==> src/rtl/mlp_seq_pkg.sv <==
// Shared types and helpers for the MLP stream sequencer: FSM state encoding,
// default word width and counter sizing.
package mlp_seq_pkg;

  localparam int DATA_W_DFLT = 32;

  typedef enum logic [2:0] {
    LOAD_W = 3'd0,
    LOAD_X = 3'd1,
    RUN    = 3'd2,
    WAIT   = 3'd3,
    EMIT   = 3'd4
  } seq_state_e;

  // Bits needed to index 0..n-1; never narrower than one bit.
  function automatic int cnt_w(input int n);
    return (n <= 2) ? 1 : $clog2(n);
  endfunction

  function automatic int max_i(input int a, input int b);
    return (a > b) ? a : b;
  endfunction

endpackage

==> src/rtl/mlp_seq_if.sv <==
// AXI-Stream style bundle (data/valid/last/ready) with master and slave views.
interface mlp_seq_if #(
  parameter int DATA_W = 32
) ();

  logic [DATA_W-1:0] TDATA;
  logic              TVALID;
  logic              TLAST;
  logic              TREADY;

  modport master (output TDATA, output TVALID, output TLAST, input TREADY);
  modport slave  (input TDATA, input TVALID, input TLAST, output TREADY);

endinterface

==> src/rtl/mlp_seq_out_slot.sv <==
// Single-entry result holding register with valid/ready handshake and a TLAST bit;
// reset flushes any pending result.
module mlp_seq_out_slot #(
  parameter int DATA_W = 32
) (
  input  logic              clk,
  input  logic              rst,
  input  logic              load,
  input  logic [DATA_W-1:0] load_data,
  input  logic              load_last,
  output logic              out_valid,
  output logic [DATA_W-1:0] out_data,
  output logic              out_last,
  input  logic              out_ready,
  output logic              pop
);

  logic              valid_q, valid_d;
  logic [DATA_W-1:0] data_q, data_d;
  logic              last_q, last_d;

  always_comb begin
    valid_d = valid_q;
    data_d  = data_q;
    last_d  = last_q;
    pop     = valid_q && out_ready;
    if (pop) begin
      valid_d = 1'b0;
    end
    // The controller only loads while the slot is empty, so load never races a pending word.
    if (load) begin
      valid_d = 1'b1;
      data_d  = load_data;
      last_d  = load_last;
    end
  end

  always_ff @(posedge clk) begin
    if (rst) begin
      valid_q <= 1'b0;
      data_q  <= '0;
      last_q  <= 1'b0;
    end else begin
      valid_q <= valid_d;
      data_q  <= data_d;
      last_q  <= last_d;
    end
  end

  assign out_valid = valid_q;
  assign out_data  = data_q;
  assign out_last  = last_q;

endmodule

==> src/rtl/mlp_seq_ctrl.sv <==
// Sequencer between AXI-Stream ports and the MLP datapath: loads weights, collects
// per-sample inputs, starts the core and emits results. Macro MLP_SEQ_WRELOAD_EN
// reloads weights before every batch.
module mlp_seq_ctrl
  import mlp_seq_pkg::*;
#(
  parameter  int DATA_W = DATA_W_DFLT,
  parameter  int N_W    = 5,
  parameter  int N_X    = 2,
  parameter  int BATCH  = 64,
  localparam int AW     = cnt_w(max_i(N_W, N_X))
) (
  input  logic              ACLK,
  input  logic              ARESET,
  mlp_seq_if.slave          s_axis,
  mlp_seq_if.master         m_axis,
  output logic              dp_w_we,
  output logic              dp_x_we,
  output logic [AW-1:0]     dp_addr,
  output logic [DATA_W-1:0] dp_wdata,
  output logic              dp_start,
  input  logic              dp_done,
  input  logic [DATA_W-1:0] dp_result
);

  localparam int WCW = cnt_w(N_W);
  localparam int XCW = cnt_w(N_X);
  localparam int SCW = cnt_w(BATCH);

  localparam logic [WCW-1:0] W_LAST = WCW'(N_W - 1);
  localparam logic [XCW-1:0] X_LAST = XCW'(N_X - 1);
  localparam logic [SCW-1:0] S_LAST = SCW'(BATCH - 1);

`ifdef MLP_SEQ_WRELOAD_EN
  localparam bit WRELOAD = 1'b1;
`else
  localparam bit WRELOAD = 1'b0;
`endif

  seq_state_e state_q, state_d;

  logic [WCW-1:0]    w_cnt_q, w_cnt_d;
  logic [XCW-1:0]    x_cnt_q, x_cnt_d;
  logic [SCW-1:0]    sample_cnt_q, sample_cnt_d;
  logic              dp_w_we_q, dp_w_we_d;
  logic              dp_x_we_q, dp_x_we_d;
  logic [AW-1:0]     dp_addr_q, dp_addr_d;
  logic [DATA_W-1:0] dp_wdata_q, dp_wdata_d;
  logic              dp_start_q, dp_start_d;

  logic s_tready;
  logic s_beat;
  logic slot_load;
  logic slot_pop;
  logic unused_s_tlast;

  // Word counts come from parameters, so the incoming TLAST carries no information.
  assign unused_s_tlast = s_axis.TLAST;

  // Gated by reset so the slave never sees ready during a reset cycle.
  assign s_tready      = !ARESET && ((state_q == LOAD_W) || (state_q == LOAD_X));
  assign s_axis.TREADY = s_tready;
  assign s_beat        = s_tready && s_axis.TVALID;

  always_comb begin
    state_d      = state_q;
    w_cnt_d      = w_cnt_q;
    x_cnt_d      = x_cnt_q;
    sample_cnt_d = sample_cnt_q;
    dp_w_we_d    = 1'b0;
    dp_x_we_d    = 1'b0;
    dp_addr_d    = dp_addr_q;
    dp_wdata_d   = dp_wdata_q;
    dp_start_d   = 1'b0;
    slot_load    = 1'b0;

    case (state_q)
      LOAD_W: begin
        if (s_beat) begin
          dp_w_we_d  = 1'b1;
          dp_addr_d  = AW'(w_cnt_q);
          dp_wdata_d = s_axis.TDATA;
          if (w_cnt_q == W_LAST) begin
            w_cnt_d = '0;
            state_d = LOAD_X;
          end else begin
            w_cnt_d = w_cnt_q + 1'b1;
          end
        end
      end
      LOAD_X: begin
        if (s_beat) begin
          dp_x_we_d  = 1'b1;
          dp_addr_d  = AW'(x_cnt_q);
          dp_wdata_d = s_axis.TDATA;
          if (x_cnt_q == X_LAST) begin
            x_cnt_d = '0;
            state_d = RUN;
          end else begin
            x_cnt_d = x_cnt_q + 1'b1;
          end
        end
      end
      RUN: begin
        // Registered start lands the cycle after the final input write.
        dp_start_d = 1'b1;
        state_d    = WAIT;
      end
      WAIT: begin
        if (dp_done) begin
          slot_load = 1'b1;
          state_d   = EMIT;
        end
      end
      EMIT: begin
        if (slot_pop) begin
          if (sample_cnt_q == S_LAST) begin
            sample_cnt_d = '0;
            state_d      = WRELOAD ? LOAD_W : LOAD_X;
          end else begin
            sample_cnt_d = sample_cnt_q + 1'b1;
            state_d      = LOAD_X;
          end
        end
      end
      default: begin
        state_d = LOAD_W;
      end
    endcase
  end

  always_ff @(posedge ACLK) begin
    if (ARESET) begin
      state_q      <= LOAD_W;
      w_cnt_q      <= '0;
      x_cnt_q      <= '0;
      sample_cnt_q <= '0;
      dp_w_we_q    <= 1'b0;
      dp_x_we_q    <= 1'b0;
      dp_addr_q    <= '0;
      dp_wdata_q   <= '0;
      dp_start_q   <= 1'b0;
    end else begin
      state_q      <= state_d;
      w_cnt_q      <= w_cnt_d;
      x_cnt_q      <= x_cnt_d;
      sample_cnt_q <= sample_cnt_d;
      dp_w_we_q    <= dp_w_we_d;
      dp_x_we_q    <= dp_x_we_d;
      dp_addr_q    <= dp_addr_d;
      dp_wdata_q   <= dp_wdata_d;
      dp_start_q   <= dp_start_d;
    end
  end

  assign dp_w_we  = dp_w_we_q;
  assign dp_x_we  = dp_x_we_q;
  assign dp_addr  = dp_addr_q;
  assign dp_wdata = dp_wdata_q;
  assign dp_start = dp_start_q;

  mlp_seq_out_slot #(
    .DATA_W (DATA_W)
  ) u_out_slot (
    .clk       (ACLK),
    .rst       (ARESET),
    .load      (slot_load),
    .load_data (dp_result),
    .load_last (sample_cnt_q == S_LAST),
    .out_valid (m_axis.TVALID),
    .out_data  (m_axis.TDATA),
    .out_last  (m_axis.TLAST),
    .out_ready (m_axis.TREADY),
    .pop       (slot_pop)
  );

endmodule

==> src/flat_wrapper.sv <==
// flat-port wrapper written by rule: the top's interface ports become plain ports
module mlp_seq_ctrl_flat import mlp_seq_pkg::*;
#(
  parameter  int DATA_W = DATA_W_DFLT,
  parameter  int N_W    = 5,
  parameter  int N_X    = 2,
  parameter  int BATCH  = 64,
  localparam int AW     = cnt_w(max_i(N_W, N_X))
)
  (ACLK, ARESET, dp_w_we, dp_x_we, dp_addr, dp_wdata, dp_start, dp_done, dp_result, s_axis_TDATA, s_axis_TVALID, s_axis_TLAST, s_axis_TREADY, m_axis_TDATA, m_axis_TVALID, m_axis_TLAST, m_axis_TREADY);
  mlp_seq_if #(.DATA_W(DATA_W)) s_axis_i ();
  mlp_seq_if #(.DATA_W(DATA_W)) m_axis_i ();
  input  logic ACLK;
  input  logic ARESET;
  output logic dp_w_we;
  output logic dp_x_we;
  output logic [AW-1:0] dp_addr;
  output logic [DATA_W-1:0] dp_wdata;
  output logic dp_start;
  input  logic dp_done;
  input  logic [DATA_W-1:0] dp_result;
  input wire logic [$bits(s_axis_i.TDATA)-1:0] s_axis_TDATA;
  input wire logic [$bits(s_axis_i.TVALID)-1:0] s_axis_TVALID;
  input wire logic [$bits(s_axis_i.TLAST)-1:0] s_axis_TLAST;
  output wire logic [$bits(s_axis_i.TREADY)-1:0] s_axis_TREADY;
  output wire logic [$bits(m_axis_i.TDATA)-1:0] m_axis_TDATA;
  output wire logic [$bits(m_axis_i.TVALID)-1:0] m_axis_TVALID;
  output wire logic [$bits(m_axis_i.TLAST)-1:0] m_axis_TLAST;
  input wire logic [$bits(m_axis_i.TREADY)-1:0] m_axis_TREADY;
  assign s_axis_i.TDATA = s_axis_TDATA;
  assign s_axis_i.TVALID = s_axis_TVALID;
  assign s_axis_i.TLAST = s_axis_TLAST;
  assign s_axis_TREADY = s_axis_i.TREADY;
  assign m_axis_TDATA = m_axis_i.TDATA;
  assign m_axis_TVALID = m_axis_i.TVALID;
  assign m_axis_TLAST = m_axis_i.TLAST;
  assign m_axis_i.TREADY = m_axis_TREADY;
  mlp_seq_ctrl #(.DATA_W(DATA_W), .N_W(N_W), .N_X(N_X), .BATCH(BATCH)) u_core (.ACLK(ACLK), .ARESET(ARESET), .s_axis(s_axis_i), .m_axis(m_axis_i), .dp_w_we(dp_w_we), .dp_x_we(dp_x_we), .dp_addr(dp_addr), .dp_wdata(dp_wdata), .dp_start(dp_start), .dp_done(dp_done), .dp_result(dp_result));
endmodule
==> config.mk <==
export PLATFORM = sky130hd
export DESIGN_NAME = mlp_seq_ctrl_flat
export DESIGN_NICKNAME = d
export VERILOG_FILES = /design/src/rtl/mlp_seq_pkg.sv /design/src/rtl/mlp_seq_if.sv /design/src/rtl/mlp_seq_out_slot.sv /design/src/rtl/mlp_seq_ctrl.sv /design/src/flat_wrapper.sv
export SDC_FILE = /design/constraint.sdc
export NUM_CORES = 1
export LEC_CHECK = 0
export ABC_CLOCK_PERIOD_IN_PS = 3700
export BUFFER_PORTS_ARGS = -buffer_cell sky130_fd_sc_hd__buf_4
export CELL_PAD_IN_SITES_DETAIL_PLACEMENT = 0
export CELL_PAD_IN_SITES_GLOBAL_PLACEMENT = 1
export CORE_UTILIZATION = 36
export DETAILED_ROUTE_END_ITERATION = 6
export GPL_ROUTABILITY_DRIVEN = 0
export PLACE_DENSITY = 0.91
export SLEW_MARGIN = 5
export SYNTH_ARGS = -nofsm -noshare
export SYNTH_HDL_FRONTEND = slang
export SYNTH_SLANG_ARGS = --single-unit
export TNS_END_PERCENT = 100
==> constraint.sdc <==
create_clock -name ACLK -period 3.7 [get_ports ACLK]
set_clock_uncertainty 0.05 [all_clocks]
set_input_delay 0.555 -clock ACLK [delete_from_list [all_inputs] [get_ports ACLK]]
set_output_delay 0.555 -clock ACLK [all_outputs]
set_load 0.03 [all_outputs]
==> impl_results.md, run 1 <==
- P_leak: 2.06 nW
- DR vias: 3016
- Max stage delay cell, worst path: buf_4
- Cell taking the most area after synthesis: dfxtp_1
- Synth unique cells: 40
- R2R setup slack: 1.62 ns
- Worst path most repeated cell: buf_4
- Reg power frac: 50.1%
- Clock sinks: 85
- Initial antenna violation count: 0
- Maximum clock path buffer count: 2
- Fin crit period: 2.10 ns
- WP buf/inv: 2
- Port-buffer cells: 141
- CP Class: in -> reg
- Pin count of the biggest net entering global routing: 88
- Largest delay share family, worst path: buffers and inverters
- Die area: 9470 um^2
- Initial core utilization: 37.3%
- Clock Tree Root: clkbuf_8
- CP startpoint: ARESET
- Yosys warnings: 0
- FF-to-FF End: u_core.u_out_slot.out_last
- Aggregate routed wire length: 8100 um
- DR iter-0 viols: 127
- Net count, final: 591
- Main synth FF type: dfxtp_1
- Final setup fails: 0
- CP endpoint kind: register
- CP required: 3.95 ns
- Pre-CTS setup slack: 1.21 ns
- Num ports: 143
- Period utilization: 56.7%
- CTS Buf Count: 9
- GRT overflow: 0
- Avg WL per Cell: 12.8 um
- Startpoint of the worst register-to-register path: u_core.state_q[0]
- Async SR Flop Fraction: 0%
- Comb pwr share: 11.6%
- Reg clk slew, reported paths: 0.09 ns
- CP Data Arrival Time: 2.35 ns
- P&R area growth vs syn: 40.5%
- Clock latency on the worst-skew pair: 0.34 ns
- Vias in the first global route: 2758
- All-layer global routing usage: 17.2%
- Switching share of total power: 24.4%
- Post-synthesis sequential area ratio: 52.0%
- CP cell instances: buf_4 -> or4b_1 -> buf_4 -> nand3b_1 -> nand2_1
- CP startpoint kind: input pin
- Post-cts resize count: 0
- Core Region: 8760 um^2
- FILL cells: 802
- # placed instances: 615
- Net Count, Synth: 461
- Hold Path Class: in -> reg
- Outcome: completed
- Sw power: 466 uW
- R2r worst-path depth: 5
- Power density over the cells: 416 nW/um^2
- N_diodes: 0
- Synth Register Bits: 85
- Worst rel slew slack: 46.7%
- TNS Setup: 0 ns
- Least-Margin Pin Slew: 0.799 ns
- Power, Total: 1.91 mW
- Post-synth top area share: 52.0%
- Row count: 34
- Crit path largest cell delay: 0.60 ns
- Max-slew violation count: 0
- Post-route insts no fill: 631
- Mean Syn Cell Area: 8.43 um^2
- CTS tree: done
- Max-Cap Viols: 0
- Worst-path fanout max: 87
- Max VDD drop: 0.000225 V
- Post-DP HPWL: 5530 um
- Vias per inst: 4.78
- DRC violations left: 0
- Worst hold path depth: 3
- Clock Power Share: 38.3%
- EDFF count, synth: 0
- # H-tree levels: 3
- DR pass1 iterations: 4
- Die width: 97.3 um
- Post-CTS Setup Inserts: 0
- Internal power: 1.44 mW
- Post-synthesis instance total: 388
- Final hold violation count: 0
- Antenna Nets Post-Route: 0
- Crit path depth: 5
- Die Ht: 97.3 um
- Fmax: 477 MHz
- Fin util: 52.4%
- Hold_buf cts: 0
- Layout cells sized above 1: 31.9%
- Area contributors post-synth: dfxtp_1, nand2_1, nand3b_1, a21oi_1, nor2_1
- Final worst slack: 1.60 ns
- Post-Syn Area: 3270 um^2
- Critical Path Sink: u_core.dp_wdata[17]
- RSZ-0062 raised after global routing: no
- First-pass GRT wire length: 13300 um
==> area by class of cell <==
| class | instances | area (um^2) | share of cell area (%) |
|---|---|---|---|
| Multi-Input combinational cell | 274 | 1430 | 31.1 |
| Inverter | 3 | 11.3 | 0.245 |
| Clock inverter | 5 | 83.8 | 1.83 |
| Tap cell | 108 | 135 | 2.94 |
| Timing Repair Buffer | 145 | 1090 | 23.7 |
| Clock buffer | 11 | 141 | 3.08 |
| Sequential cell | 85 | 1700 | 37.1 |
==> power by group through the flow <==
stage	Clock [mW]	Combinational (mW)	Sequential (mW)
CTS	0.754	0.224	0.958
global placement	0	0.222	0.978
floorplan	0	0.0608	1.03
global route	0.806	0.239	0.962
detailed placement	0	0.224	0.979
finish	0.731	0.222	0.958
==> worst min-delay path by stage <==
stage                             startpoint                            end  slack [ns]
3_5_place_dp   u_core.u_out_slot.out_data[7]  u_core.u_out_slot.out_data[7]        0.40
3_3_place_gp   u_core.u_out_slot.out_data[2]  u_core.u_out_slot.out_data[2]        0.39
5_1_grt                     s_axis_TDATA[30]            u_core.dp_wdata[30]        0.30
2_1_floorplan         u_core.sample_cnt_q[5]         u_core.sample_cnt_q[5]        0.42
6_report                    s_axis_TDATA[12]            u_core.dp_wdata[12]        0.32
4_1_cts                     s_axis_TDATA[12]            u_core.dp_wdata[12]        0.31
==> worst reg2reg max path, delay by kind of cell (launching register included) <==
kind                   cells  cell delay (ns)
flip-flops                 1             0.61
buffers and inverters      1             0.41
AND/OR/NAND/NOR            3             0.75
AO/OA/AOI/OAI              1             0.13
==> registers in the layout (all words and copies together), names as in the netlist <==
register / count
u_core.dp_addr: 3
u_core.dp_start: 1
u_core.dp_w_we: 1
u_core.dp_wdata: 32
u_core.dp_x_we: 1
u_core.sample_cnt_q: 6
u_core.state_q: 3
u_core.u_out_slot.out_data: 32
u_core.u_out_slot.out_last: 1
u_core.u_out_slot.out_valid: 1
u_core.w_cnt_q: 3
u_core.x_cnt_q: 1
==> routing by layer <==
layer / GRT usage (%) / up-vias / share of wire [%]
li1: - / 1533 / -
met2: 26.8 / 87 / 47
met5: 0 / - / 0
met3: 3.96 / 15 / 5.1
met4: 8.03 / 0 / 2.5
met1: 22.7 / 1381 / 45
==> cells in the mapped netlist, drive strengths merged, types with 3 or more instances <==
cell type,instances
nand2b,3
and2,5
nand4,3
a21oi,43
inv,3
nand3b,34
nor2,19
o21ai,3
nand2,132
clkbuf,13
ha,3
dfxtp,85
xor2,3
buf,13
==> metrics by stage <==
| step | cell area, um^2 | hold slack, ns |
|---|---|---|
| CTS | 4590 | 0.308 |
| finish | 4590 | 0.324 |
| detailed placement | 4370 | 0.398 |
| global placement | 4370 | 0.393 |
| global route | 4590 | 0.305 |
| floorplan | 3270 | 0.417 |
==> cell usage in the layout (no fill, tap or decap), types with 2 or more instances in the layout <==
cell type,count
bufinv_16,2
a211o_1,2
nor2_2,2
xor2_1,3
nand2b_1,3
o21ai_0,2
and2_0,2
mux2i_1,2
clkinvlp_4,2
a22oi_1,2
inv_1,3
nor2_1,16
nand2_1,132
ha_1,3
buf_4,145
nor3_1,2
clkbuf_8,10
and2_1,3
nand3_1,2
dfxtp_1,85
nand4_1,3
xnor2_1,2
nand3b_1,34
a21oi_1,43
==> cells by family after synthesis <==
family,Yosys count,share of synthesized area [%]
flops,85,52.0
mux,3,0.957
compound gates,55,9.41
xor+xnor,5,1.34
fa+ha+maj,3,1.15
simple gates,208,30.5
buf+inv,29,4.55
(Power assumes the default switching activity.)
==> run 2: changes to the inputs <==
- ABC_AREA: unset -> 1
- ABC_CLOCK_PERIOD_IN_PS: 3700 -> 1900
- CORE_UTILIZATION: 36 -> 29
- PLACE_DENSITY: 0.91 -> 0.8
- clock period: 3.7 -> 1.9 ns (I/O delays scaled with it)
==> run 2 against run 1 <==
Total power rose by 96%. Global-route usage down 2.8 points. Hold slack worse by 0.26 ns. Final area up 1.1%. Register-to-register slack got worse by 1.4 ns. Area after synthesis is 0.15% lower. Combinational power is 99% higher. Die area increased by 23%. Sequential share of layout area fell by 0.41 points. Setup slack got worse by 1.4 ns. Sequential cell count unchanged. Highest routed layer unchanged. Clock power increased by 97%.
==> impl_results.md, run 2 <==
- Area after DPL: 4420 um^2 (was 4370 um^2)
- Clock Tree Root: clkbuf_8 (unchanged)
- Initial core utilization: 30.0% (was 37.3%)
- DRC violations left: 0 (unchanged)
- Reg clk slew, reported paths: 0.08 ns (was 0.09 ns)
- Vias per inst: 4.50 (was 4.78)
- Comb pwr share: 11.8% (was 11.6%)
- Max-slew violation count: 0 (unchanged)
- # H-tree levels: 3 (unchanged)
- Row count: 38 (was 34)
- CTS Buf Count: 9 (unchanged)
- Post-synth top area share: 52.1% (was 52.0%)
- Post-cts resize count: 0 (unchanged)
- Mean Syn Cell Area: 7.79 um^2 (was 8.43 um^2)
- Final worst slack: 0.187 ns (was 1.60 ns)
- Count leader, synth: nand2_1 (unchanged)
- Worst rel slew slack: 69.4% (was 46.7%)
- Switching share of total power: 24.1% (was 24.4%)
- Reg power frac: 49.8% (was 50.1%)
- Hold Path Class: in -> reg (unchanged)
- Fin util: 42.6% (was 52.4%)
- Aggregate routed wire length: 8480 um (was 8100 um)
- Period utilization: 90.1%
- Clock sinks: 85 (unchanged)
- Num ports: 143 (unchanged)
- Final setup fails: 0 (unchanged)
- Yosys warnings: 0 (unchanged)
- Pre-CTS setup slack: 0.261 ns (was 1.21 ns)
- DR vias: 3128 (was 3016)
- Antenna Nets Post-Route: 0 (unchanged)
- RSZ-0062 raised after global routing: no (unchanged)
- CTS tree: done (unchanged)
- Worst-path fanout max: 7 (was 87)
- Top cells by count, synth: nand2_1, dfxtp_1, nand3_1, a21oi_1, nor2_1 (was nand2_1, dfxtp_1, a21oi_1, nand3b_1, nor2_1)
- First-pass GRT wire length: 13100 um (was 13300 um)
- Met3 wire length: 413 um (was 411 um)
- TNS Setup: 0 ns (unchanged)
- Post-CTS Setup Inserts: 0 (unchanged)
- Post-synthesis sequential area ratio: 52.1% (was 52.0%)
- Fin crit period: 1.71 ns
- Post-DP HPWL: 5830 um (was 5530 um)
- GRT overflow: 0 (unchanged)
- Power density over the cells: 806 nW/um^2 (was 416 nW/um^2)
- Die area: 11700 um^2 (was 9470 um^2)
- CP required: 1.56 ns (was 3.95 ns)
- Synth Register Bits: 85 (unchanged)
- Clock Power Share: 38.4% (was 38.3%)
- N_diodes: 0 (unchanged)
- Least-Margin Pin Slew: 0.459 ns (was 0.799 ns)
- P&R area growth vs syn: 42.2% (was 40.5%)
- CP endpoint kind: primary output (was register)
- CP startpoint kind: register (was input pin)
- Die width: 108 um (was 97.3 um)
- Vias in the first global route: 2771 (was 2758)
- Die Ht: 108 um (was 97.3 um)
- Avg WL per Cell: 12.2 um (was 12.8 um)
- Post-route insts no fill: 695 (was 631)
- CP Class: reg -> out (was in -> reg)
- All-layer global routing usage: 14.4% (was 17.2%)
- Final hold violation count: 0 (unchanged)
- Async SR Flop Fraction: 0% (unchanged)
- Layout cells sized above 1: 31.0% (was 31.9%)
- Cell taking the most area after synthesis: dfxtp_1 (unchanged)
- Synth unique cells: 27 (was 40)
- Initial antenna violation count: 0 (unchanged)
- Area contributors post-synth: dfxtp_1, nand2_1, nand3_1, a21oi_1, nor2_1 (was dfxtp_1, nand2_1, nand3b_1, a21oi_1, nor2_1)
- Commonest cells after routing, fill and taps aside: buf_4, nand2_1, dfxtp_1 (unchanged)
- EDFF count, synth: 0 (unchanged)
- Max Used Layer: met4 (unchanged)
- Met2 wire len: 4120 um (was 3810 um)
- CP Data Arrival Time: 1.38 ns (was 2.35 ns)
- Hold_buf cts: 0 (unchanged)
- Internal power: 2.84 mW (was 1.44 mW)
- P_leak: 2.12 nW (was 2.06 nW)
- Post-Syn Area: 3260 um^2 (was 3270 um^2)
- Outcome: completed (unchanged)
- Power, Total: 3.74 mW (was 1.91 mW)
- Pin count of the biggest net entering global routing: 44 (was 88)
- Net count, final: 623 (was 591)
- Met1 Routed Length: 3810 um (was 3690 um)
- Maximum clock path buffer count: 2 (unchanged)
- DR iter-0 viols: 153 (was 127)
- Clock latency on the worst-skew pair: 0.35 ns (was 0.34 ns)
- # placed instances: 679 (was 615)
- Core Region: 10900 um^2 (was 8760 um^2)
- Most common cell after layout, fill and taps aside: buf_4 (unchanged)
- Max-Cap Viols: 0 (unchanged)
- Post-synthesis instance total: 419 (was 388)
- Sw power: 901 uW (was 466 uW)
- Worst hold slack: 0.0682 ns (was 0.324 ns)
- Port-buffer cells: 141 (unchanged)
- DR pass1 iterations: 4 (unchanged)
- Max VDD drop: 0.000310 V (was 0.000225 V)
- Design area: 4640 um^2 (was 4590 um^2)
- Main synth FF type: dfxtp_1 (unchanged)
- Net Count, Synth: 492 (was 461)
- Fmax: 584 MHz
-- run 2: layer usage --
metal,vias up,track usage [%]
li1,1627,-
met1,1431,17.3
met2,59,23.8
met3,11,4.64
met4,0,5.68
met5,-,0
-- run 2: worst paths after layout --
check	startpoint	endpoint	slack, ns	cells past startpoint
max	u_core.state_q[2]	s_axis_TREADY	0.19	4
min	s_axis_TDATA[7]	u_core.dp_wdata[7]	0.07	3
max reg2reg	u_core.state_q[2]	u_core.x_cnt_q	0.26	6
min reg2reg	u_core.u_out_slot.out_data[14]	u_core.u_out_slot.out_data[14]	0.41	2
-- run 2: cell families (layout without fill, tap and decap cells) --
group,count (synthesis),after routing,synth area share [%]
simple gates,231,231,31.7
flops,85,85,52.1
buf+inv,46,182,6.44
fa+ha+maj,3,3,1.15
compound gates,54,54,8.59
-- run 2: layout make-up --
type	instances	area (um^2)
multi-input combinational	288	1350
inverter	19	71.3
tap	140	175
clock buffer	13	159
sequential	85	1700
clock inverter	3	67.6
timing repair buffer	147	1120
fill	1096	6240
-- run 2: worst max-delay path: stages (launching register included) --
cell and delay [ns]:
dfxtp_1 0.58, nor2_4 0.11, inv_1 0.10, nor2_1 0.04
buf_4 0.18
-- run 2: power groups by stage --
stage	registers [mW]	logic, mW	clock network (mW)
2_1_floorplan	2.01	0.121	0
3_3_place_gp	1.90	0.441	0
3_5_place_dp	1.91	0.446	0
4_1_cts	1.86	0.447	1.51
5_1_grt	1.87	0.476	1.60
6_report	1.86	0.442	1.44
